### src/rtl/adc_acq_scheduler_if.sv
// Control/status bundle between the CSR block and adc_acq_scheduler.
// The master side drives the i_* controls; the slave (the scheduler) drives the o_* pulses and status.
interface adc_acq_scheduler_if #(
    parameter int DIV_WIDTH       = 16,
    parameter int BURST_WIDTH     = 24,
    parameter int TS_PERIOD_WIDTH = 16,
    parameter int OVR_WIDTH       = 16
);
    logic                       i_start;
    logic                       i_stop;
    logic [DIV_WIDTH-1:0]       i_div;
    logic [BURST_WIDTH-1:0]     i_burst_len;
    logic [TS_PERIOD_WIDTH-1:0] i_ts_period;
    logic                       i_adc_ready;
    logic                       i_pps;
    logic                       o_sync_acq;
    logic                       o_sync_ts;
    logic                       o_busy;
    logic                       o_done;
    logic [OVR_WIDTH-1:0]       o_overrun_cnt;

    modport master (
        output i_start, i_stop, i_div, i_burst_len, i_ts_period, i_adc_ready, i_pps,
        input  o_sync_acq, o_sync_ts, o_busy, o_done, o_overrun_cnt
    );

    modport slave (
        input  i_start, i_stop, i_div, i_burst_len, i_ts_period, i_adc_ready, i_pps,
        output o_sync_acq, o_sync_ts, o_busy, o_done, o_overrun_cnt
    );
endinterface

### src/rtl/adc_acq_scheduler.sv
// Acquisition scheduler: sync_acq/sync_ts pulses on a programmable slot grid, bursts, TS tagging,
// overrun counting. Optional PPS alignment of the first slot and TS tags: ADC_SCHED_PPS_ALIGN_EN.
module adc_acq_scheduler #(
    parameter int DIV_WIDTH       = 16,
    parameter int BURST_WIDTH     = 24,
    parameter int TS_PERIOD_WIDTH = 16,
    parameter int OVR_WIDTH       = 16
) (
    input  logic               i_clk,
    input  logic               i_rst,
    adc_acq_scheduler_if.slave bus
);
    typedef enum logic [1:0] {
        ST_IDLE     = 2'd0,
        ST_RUN      = 2'd1,
        ST_FIN      = 2'd2
`ifdef ADC_SCHED_PPS_ALIGN_EN
        , ST_WAIT_PPS = 2'd3
`endif
    } state_t;

    state_t                     r_state, w_state_next;
    logic [DIV_WIDTH-1:0]       r_div, w_div_next;
    logic [DIV_WIDTH-1:0]       r_phase, w_phase_next;
    logic [BURST_WIDTH-1:0]     r_burst, w_burst_next;
    logic [BURST_WIDTH-1:0]     r_slot, w_slot_next, w_k;
    logic [TS_PERIOD_WIDTH-1:0] r_tsp, w_tsp_next;
    logic [TS_PERIOD_WIDTH-1:0] r_ts_cnt, w_ts_cnt_next, w_ts_cur, w_ts_inc;
    logic                       r_ts_pend, w_ts_pend_next;
    logic [OVR_WIDTH-1:0]       r_ovr, w_ovr_next;
    logic                       r_acq, r_ts, r_busy, r_done;
    logic                       w_acq_next, w_ts_next, w_done_next;
    logic                       w_fire, w_first, w_due;

`ifndef ADC_SCHED_PPS_ALIGN_EN
    logic w_unused_pps;
    assign w_unused_pps = bus.i_pps;
`endif

    always_ff @(posedge i_clk) begin
        if (i_rst) begin
            r_state   <= ST_IDLE;
            r_div     <= '0;
            r_phase   <= '0;
            r_burst   <= '0;
            r_slot    <= '0;
            r_tsp     <= '0;
            r_ts_cnt  <= '0;
            r_ts_pend <= 1'b0;
            r_ovr     <= '0;
            r_acq     <= 1'b0;
            r_ts      <= 1'b0;
            r_busy    <= 1'b0;
            r_done    <= 1'b0;
        end else begin
            r_state   <= w_state_next;
            r_div     <= w_div_next;
            r_phase   <= w_phase_next;
            r_burst   <= w_burst_next;
            r_slot    <= w_slot_next;
            r_tsp     <= w_tsp_next;
            r_ts_cnt  <= w_ts_cnt_next;
            r_ts_pend <= w_ts_pend_next;
            r_ovr     <= w_ovr_next;
            r_acq     <= w_acq_next;
            r_ts      <= w_ts_next;
            r_busy    <= (w_state_next != ST_IDLE);
            r_done    <= w_done_next;
        end
    end

    always_comb begin
        w_state_next   = r_state;
        w_div_next     = r_div;
        w_phase_next   = r_phase;
        w_burst_next   = r_burst;
        w_slot_next    = r_slot;
        w_tsp_next     = r_tsp;
        w_ts_cnt_next  = r_ts_cnt;
        w_ts_pend_next = r_ts_pend;
        w_ovr_next     = r_ovr;
        w_acq_next     = 1'b0;
        w_ts_next      = 1'b0;
        w_done_next    = 1'b0;
        w_fire         = 1'b0;
        w_first        = 1'b0;
        w_due          = 1'b0;
        w_k            = '0;
        w_ts_cur       = '0;
        w_ts_inc       = '0;

        case (r_state)
            ST_IDLE: begin
                // Stop wins over a simultaneous start.
                if (bus.i_start && !bus.i_stop) begin
                    w_div_next     = bus.i_div;
                    w_burst_next   = bus.i_burst_len;
                    w_tsp_next     = bus.i_ts_period;
                    w_ovr_next     = '0;
                    w_ts_pend_next = 1'b0;
`ifdef ADC_SCHED_PPS_ALIGN_EN
                    w_state_next   = ST_WAIT_PPS;
`else
                    w_state_next   = ST_RUN;
                    w_fire         = 1'b1;
                    w_first        = 1'b1;
`endif
                end
            end
`ifdef ADC_SCHED_PPS_ALIGN_EN
            ST_WAIT_PPS: begin
                if (bus.i_stop) begin
                    w_state_next = ST_IDLE;
                    w_done_next  = 1'b1;
                end else if (bus.i_pps) begin
                    w_state_next = ST_RUN;
                    w_fire       = 1'b1;
                    w_first      = 1'b1;
                end
            end
`endif
            ST_RUN: begin
                if (bus.i_stop) begin
                    w_state_next = ST_IDLE;
                    w_done_next  = 1'b1;
                end else if (r_phase == '0) begin
                    w_fire = 1'b1;
                end else begin
                    w_phase_next = r_phase - DIV_WIDTH'(1);
                end
            end
            ST_FIN: begin
                w_state_next = ST_IDLE;
                w_done_next  = 1'b1;
            end
            default: w_state_next = ST_IDLE;
        endcase

        // Slot processing; a skipped slot still advances the grid and the TS schedule.
        if (w_fire) begin
            w_k           = w_first ? '0 : r_slot;
            w_ts_cur      = w_first ? '0 : r_ts_cnt;
            w_ts_inc      = w_ts_cur + TS_PERIOD_WIDTH'(1);
            w_due         = (w_k == '0) || ((w_tsp_next != '0) && (w_ts_cur == '0)) || w_ts_pend_next;
            w_phase_next  = w_div_next;
            w_slot_next   = w_k + BURST_WIDTH'(1);
            w_ts_cnt_next = (w_ts_inc == w_tsp_next) ? '0 : w_ts_inc;
            if (bus.i_adc_ready) begin
                w_acq_next     = 1'b1;
                w_ts_next      = w_due;
                w_ts_pend_next = 1'b0;
            end else begin
                w_ts_pend_next = w_due;
                if (w_ovr_next != '1) begin
                    w_ovr_next = w_ovr_next + OVR_WIDTH'(1);
                end
            end
            if ((w_burst_next != '0) && (w_k == w_burst_next - BURST_WIDTH'(1))) begin
                w_state_next = ST_FIN;
            end
        end

`ifdef ADC_SCHED_PPS_ALIGN_EN
        // A PPS in RUN tags the next issued slot (not one issued in the same cycle).
        if ((r_state == ST_RUN) && !bus.i_stop && bus.i_pps) begin
            w_ts_pend_next = 1'b1;
        end
`endif
    end

    assign bus.o_sync_acq    = r_acq;
    assign bus.o_sync_ts     = r_ts;
    assign bus.o_busy        = r_busy;
    assign bus.o_done        = r_done;
    assign bus.o_overrun_cnt = r_ovr;
endmodule

### src/flat_wrapper.sv
// flat-port wrapper written by rule: the top's interface ports become plain ports
module adc_acq_scheduler_flat 
#(
    parameter int DIV_WIDTH       = 16,
    parameter int BURST_WIDTH     = 24,
    parameter int TS_PERIOD_WIDTH = 16,
    parameter int OVR_WIDTH       = 16
)
  (i_clk, i_rst, bus_i_start, bus_i_stop, bus_i_div, bus_i_burst_len, bus_i_ts_period, bus_i_adc_ready, bus_i_pps, bus_o_sync_acq, bus_o_sync_ts, bus_o_busy, bus_o_done, bus_o_overrun_cnt);
  adc_acq_scheduler_if #(.DIV_WIDTH(DIV_WIDTH), .BURST_WIDTH(BURST_WIDTH), .TS_PERIOD_WIDTH(TS_PERIOD_WIDTH), .OVR_WIDTH(OVR_WIDTH)) bus_i ();
  input  logic i_clk;
  input  logic i_rst;
  input wire logic [$bits(bus_i.i_start)-1:0] bus_i_start;
  input wire logic [$bits(bus_i.i_stop)-1:0] bus_i_stop;
  input wire logic [$bits(bus_i.i_div)-1:0] bus_i_div;
  input wire logic [$bits(bus_i.i_burst_len)-1:0] bus_i_burst_len;
  input wire logic [$bits(bus_i.i_ts_period)-1:0] bus_i_ts_period;
  input wire logic [$bits(bus_i.i_adc_ready)-1:0] bus_i_adc_ready;
  input wire logic [$bits(bus_i.i_pps)-1:0] bus_i_pps;
  output wire logic [$bits(bus_i.o_sync_acq)-1:0] bus_o_sync_acq;
  output wire logic [$bits(bus_i.o_sync_ts)-1:0] bus_o_sync_ts;
  output wire logic [$bits(bus_i.o_busy)-1:0] bus_o_busy;
  output wire logic [$bits(bus_i.o_done)-1:0] bus_o_done;
  output wire logic [$bits(bus_i.o_overrun_cnt)-1:0] bus_o_overrun_cnt;
  assign bus_i.i_start = bus_i_start;
  assign bus_i.i_stop = bus_i_stop;
  assign bus_i.i_div = bus_i_div;
  assign bus_i.i_burst_len = bus_i_burst_len;
  assign bus_i.i_ts_period = bus_i_ts_period;
  assign bus_i.i_adc_ready = bus_i_adc_ready;
  assign bus_i.i_pps = bus_i_pps;
  assign bus_o_sync_acq = bus_i.o_sync_acq;
  assign bus_o_sync_ts = bus_i.o_sync_ts;
  assign bus_o_busy = bus_i.o_busy;
  assign bus_o_done = bus_i.o_done;
  assign bus_o_overrun_cnt = bus_i.o_overrun_cnt;
  adc_acq_scheduler #(.DIV_WIDTH(DIV_WIDTH), .BURST_WIDTH(BURST_WIDTH), .TS_PERIOD_WIDTH(TS_PERIOD_WIDTH), .OVR_WIDTH(OVR_WIDTH)) u_core (.i_clk(i_clk), .i_rst(i_rst), .bus(bus_i));
endmodule
### config.mk
export PLATFORM = sky130hd
export DESIGN_NAME = adc_acq_scheduler_flat
export DESIGN_NICKNAME = d
export VERILOG_FILES = /design/src/rtl/adc_acq_scheduler_if.sv /design/src/rtl/adc_acq_scheduler.sv /design/src/flat_wrapper.sv
export SDC_FILE = /design/constraint.sdc
export NUM_CORES = 1
export LEC_CHECK = 0
export CAP_MARGIN = 20
export CORE_AREA = 2 2 156 158
export DETAILED_ROUTE_END_ITERATION = 10
export DIE_AREA = 0 0 158 160
export PLACE_DENSITY = 0.62
export SETUP_SLACK_MARGIN = 0.2
export SLEW_MARGIN = 5
export SYNTH_ARGS = -nofsm -noshare
export SYNTH_HDL_FRONTEND = slang
export SYNTH_SLANG_ARGS = --single-unit
### constraint.sdc
create_clock -name i_clk -period 9.98 [get_ports i_clk]
set_input_delay 1.497 -clock i_clk [delete_from_list [all_inputs] [get_ports i_clk]]
set_output_delay 1.497 -clock i_clk [all_outputs]
set_load 0.005 [all_outputs]
==> summary.txt <==
Clocking
  • Clock tree from TritonCTS: done
  • Insertion delay to the later sink of the worst-skew pair: 0.42 ns
  • Root cell of the clock tree: clkbuf_16
  • CTS sink cnt: 135
  • Inserted Clock Buffers: 17
  • Post CTS Setup Buffer Count: 0
  • Post-CTS Hold Fix Bufs: 0
  • CTS Buffer Depth: 2
  • Level count of the clock H-tree: 4
  • Reg clk slew, reported paths: 0.06 ns
  • Resize count post-CTS: 0

Yosys
  • Simple-gate share of the synthesized area: 0.318
  • EDFF count, synth: 0
  • Syn nets: 1,137
  • Post-synth top flop: dfxtp_1
  • Combinational family with the most area after synthesis: simple AND/OR/NAND/NOR gates
  • Area fraction in compound gates after synthesis: 0.157
  • Flip-flop and latch count after synthesis: 135
  • Cell types with the highest counts after synthesis: nand2_1, dfxtp_1, nor2_1
  • Netlist area before placement: 8090 sq um
  • Top cells by area, synth: dfxtp_1, nand2_1, xnor2_1
  • Share of synthesized area spent on multiplexers: 0.0235
  • Number of cells produced by synthesis: 1,065
  • Ys async rst share: 0
  • Distinct cell type count of the synthesized netlist: 71
  • Share of the yosys chip area belonging to registers: 0.334
  • Yosys warnings: 0
  • Mean cell area of the mapped netlist: 7.60 sq um
  • Count leader, synth: nand2_1
  • Area leader, netlist: dfxtp_1
  • Adder-cell share of the synthesized area: 0.0155
  • Xor/xnor cell area share of the yosys netlist: 0.107
  • Proportion of netlist area held by the largest area contributor: 0.334

Critical path
  • Kind of end point of the critical path: flip-flop
  • Crit Reg-Reg Startpoint: u_core.r_state[0]
  • CP max-delay cell: nand3b_4
  • Arrival time of data at the critical path endpoint: 5.87 ns
  • Cell depth of the worst flop-to-flop path: 12
  • Internal reg-to-reg setup slack: 5.40 ns
  • Largest fanout of any net on the critical path: 68
  • CP Launch Type: primary input
  • Sum of buffers and inverters on the critical path: 3
  • Peak per-stage delay on the critical path: 0.69 ns
  • Critical path data required time: 10.25 ns
  • Cell with the most instances on the worst path: buf_4
  • Cell breakdown of the critical path: clkdlybuf4s50_1, nand3b_4, buf_4, buf_4, mux2i_1, o2111ai_1, nor4b_1, o22ai_1, a2111oi_2, nand4_1, nor3b_1
  • Worst R2R End: u_core.r_state[0]
  • WS Path Type: in -> reg
  • Kind of cell adding the most delay to the critical path: buffers and inverters

Global routing
  • Number of antenna violations at the first check in global routing: 0
  • Grt met1 use: 0.248
  • Met2 layer usage reported by global route: 0.280
  • Most congested layer reported by global routing: met2
  • Wire length of the first global-routing pass: 36,400 microns
  • Total track usage: 0.177
  • Overflow left after global routing: 0
  • Maximum number of pins on one net before global-route repair: 82
  • Number of global-route vias before repair: 7,214
  • Met3 Usage GRT: 0.0331

STA
  • Worst-case clock skew: 0.00898 ns
  • Hold Worst Slack: 0.451 ns
  • Total Neg Setup Slack: 0 ns
  • Highest attainable clock frequency: 179 MHz
  • Fraction of the cycle the final worst path needs: 0.561
  • Worst-Margin Slew: 0.905 ns
  • Number of endpoints failing setup at the final stage: 0
  • Unrepaired setup endpoints after global routing: no
  • Final period demand of the worst path: 5.60 ns
  • Number of pins exceeding their max-slew limit in the final report: 0
  • Final hold violations: 0
  • Slew HR: 0.397
  • PnR worst setup slack: 4.38 ns

Detailed routing
  • Count of TritonRoute iterations in the first routing pass: 7
  • DRC: 0
  • DRT iter0 DRCs: 455
  • Total detailed-routing wirelength: 21,800 microns
  • DR vias: 7,654
  • Antenna viol nets, final: 0
  • Wire per inst: 15.1 microns
  • Number of vias per cell: 5.32

Min path
  • Path type of the worst min-delay path: reg -> reg
  • Endpoint of the worst hold path: u_core.r_div[6]
  • Cell depth of the worst hold path: 2
  • Startpoint of the tightest hold check path: u_core.r_div[6]

Layout
  • Net total in the final layout: 1,174
  • Share of cells above drive strength 1: 0.0538
  • Area added between synthesis and finish: 19.9%
  • Antenna diode instance count: 0

Power and ir drop
  • Static power due to leakage: 0.00347 uW
  • Maximum resistive drop on vdd: 0.0000919 V
  • Cell area power density: 156 nW/um^2

Die
  • Initial Utilization: 0.340
  • Die width: 158 microns
  • Vertical die dimension: 160 microns
  • Area of the core region: 23,800 sq um
  • Die area: 25,300 sq um
  • IO Pins: 82
  • Number of cell rows: 57

Placed design
  • Global placer's final weighted congestion: 0.839
  • Place WS: 4.01 ns
  • Detailed placer's ending HPWL: 15,100 microns
  • Number of I/O port buffers: 80

Run
  • # Max-Cap Violations: 0

Status
  • Outcome: complete, no violations
[sequential cells by signal, indices dropped and copies added (netlist names)]
register	flops
u_core.r_burst	24
u_core.r_slot	24
u_core.bus.o_overrun_cnt	16
u_core.r_div	16
u_core.r_phase	16
u_core.r_ts_cnt	16
u_core.r_tsp	16
u_core.r_state	2
u_core.bus.o_busy	1
u_core.bus.o_done	1
u_core.bus.o_sync_acq	1
u_core.bus.o_sync_ts	1
u_core.r_ts_pend	1
[kinds of logic (layout without fill, tap and decap cells)]
family                   count (synthesis)  count (layout)
AO/OA/AOI/OAI                          208             208
XOR/XNOR                                99              99
adder cells (fa/ha/maj)                 10              10
buffers and inverters                   83             133
flip-flops                             135             135
multiplexers                            19              19
AND/OR/NAND/NOR                        511             511
[worst reg2reg max path: cells and delay by family, from the launching register on]
kind | cells | cell delay (ns)
multiplexers | 1 | 0.40
AO/OA/AOI/OAI | 3 | 0.68
AND/OR/NAND/NOR | 4 | 1.51
flip-flops | 1 | 0.39
adder cells (fa/ha/maj) | 1 | 0.28
buffers and inverters | 3 | 1.18
[worst max path at each step]
stage / start / endpoint / depth (start not counted)
global placement: bus_i_stop / u_core.r_state[0] / 11
CTS: bus_i_stop / u_core.r_state[0] / 11
finish: bus_i_stop / u_core.r_state[0] / 11
floorplan: bus_i_stop / u_core.r_ts_cnt[0] / 21
global route: bus_i_stop / u_core.r_state[0] / 11
detailed placement: bus_i_stop / u_core.r_state[0] / 11
[where the power goes]
part / internal [uW] / switching (uW)
Sequential: 559 / 21.4
Clock: 425 / 263
Combinational: 104 / 141
[cell type report]
class / count / area, sq um
timing repair buffer: 88 / 878
sequential: 135 / 2700
clock inverter: 15 / 214
multi-input combinational: 847 / 5030
inverter: 13 / 48.8
clock buffer: 17 / 425
fill: 2458 / 14100
tap: 324 / 405
[cells in the final DEF, fill, tap and decap left out, types with 13 or more instances in the layout]
cell / n
o21ai_0: 39
mux2i_1: 19
inv_1: 13
xnor2_1: 55
nor2_1: 89
nand2_1: 187
a21oi_1: 88
nand4_1: 30
clkdlybuf4s50_1: 79
xor2_1: 44
or4_1: 14
clkbuf_16: 17
dfxtp_1: 135
nor4_1: 27
nand3_1: 39
and3_1: 19
nor3_1: 32
a31oi_1: 14
[per-layer routing]
layer | wire length (microns) | vias to the layer above
met5 | 0 | -
met3 | 929 | 18
met4 | 199 | 0
met2 | 10000 | 158
li1 | - | 3863
met1 | 10600 | 3615
[through the flow]
stage	area [sq um]	std cells	utilization	total power (uW)
after floorplan	8090	1065	-	756
after global placement	9040	1406	0.380	833
after detailed placement	9040	1406	0.380	835
after CTS	9680	1438	0.406	1530
after global routing	9710	1439	0.408	1590
final	9710	1439	0.408	1510
Power figures use the tool's default switching activity.
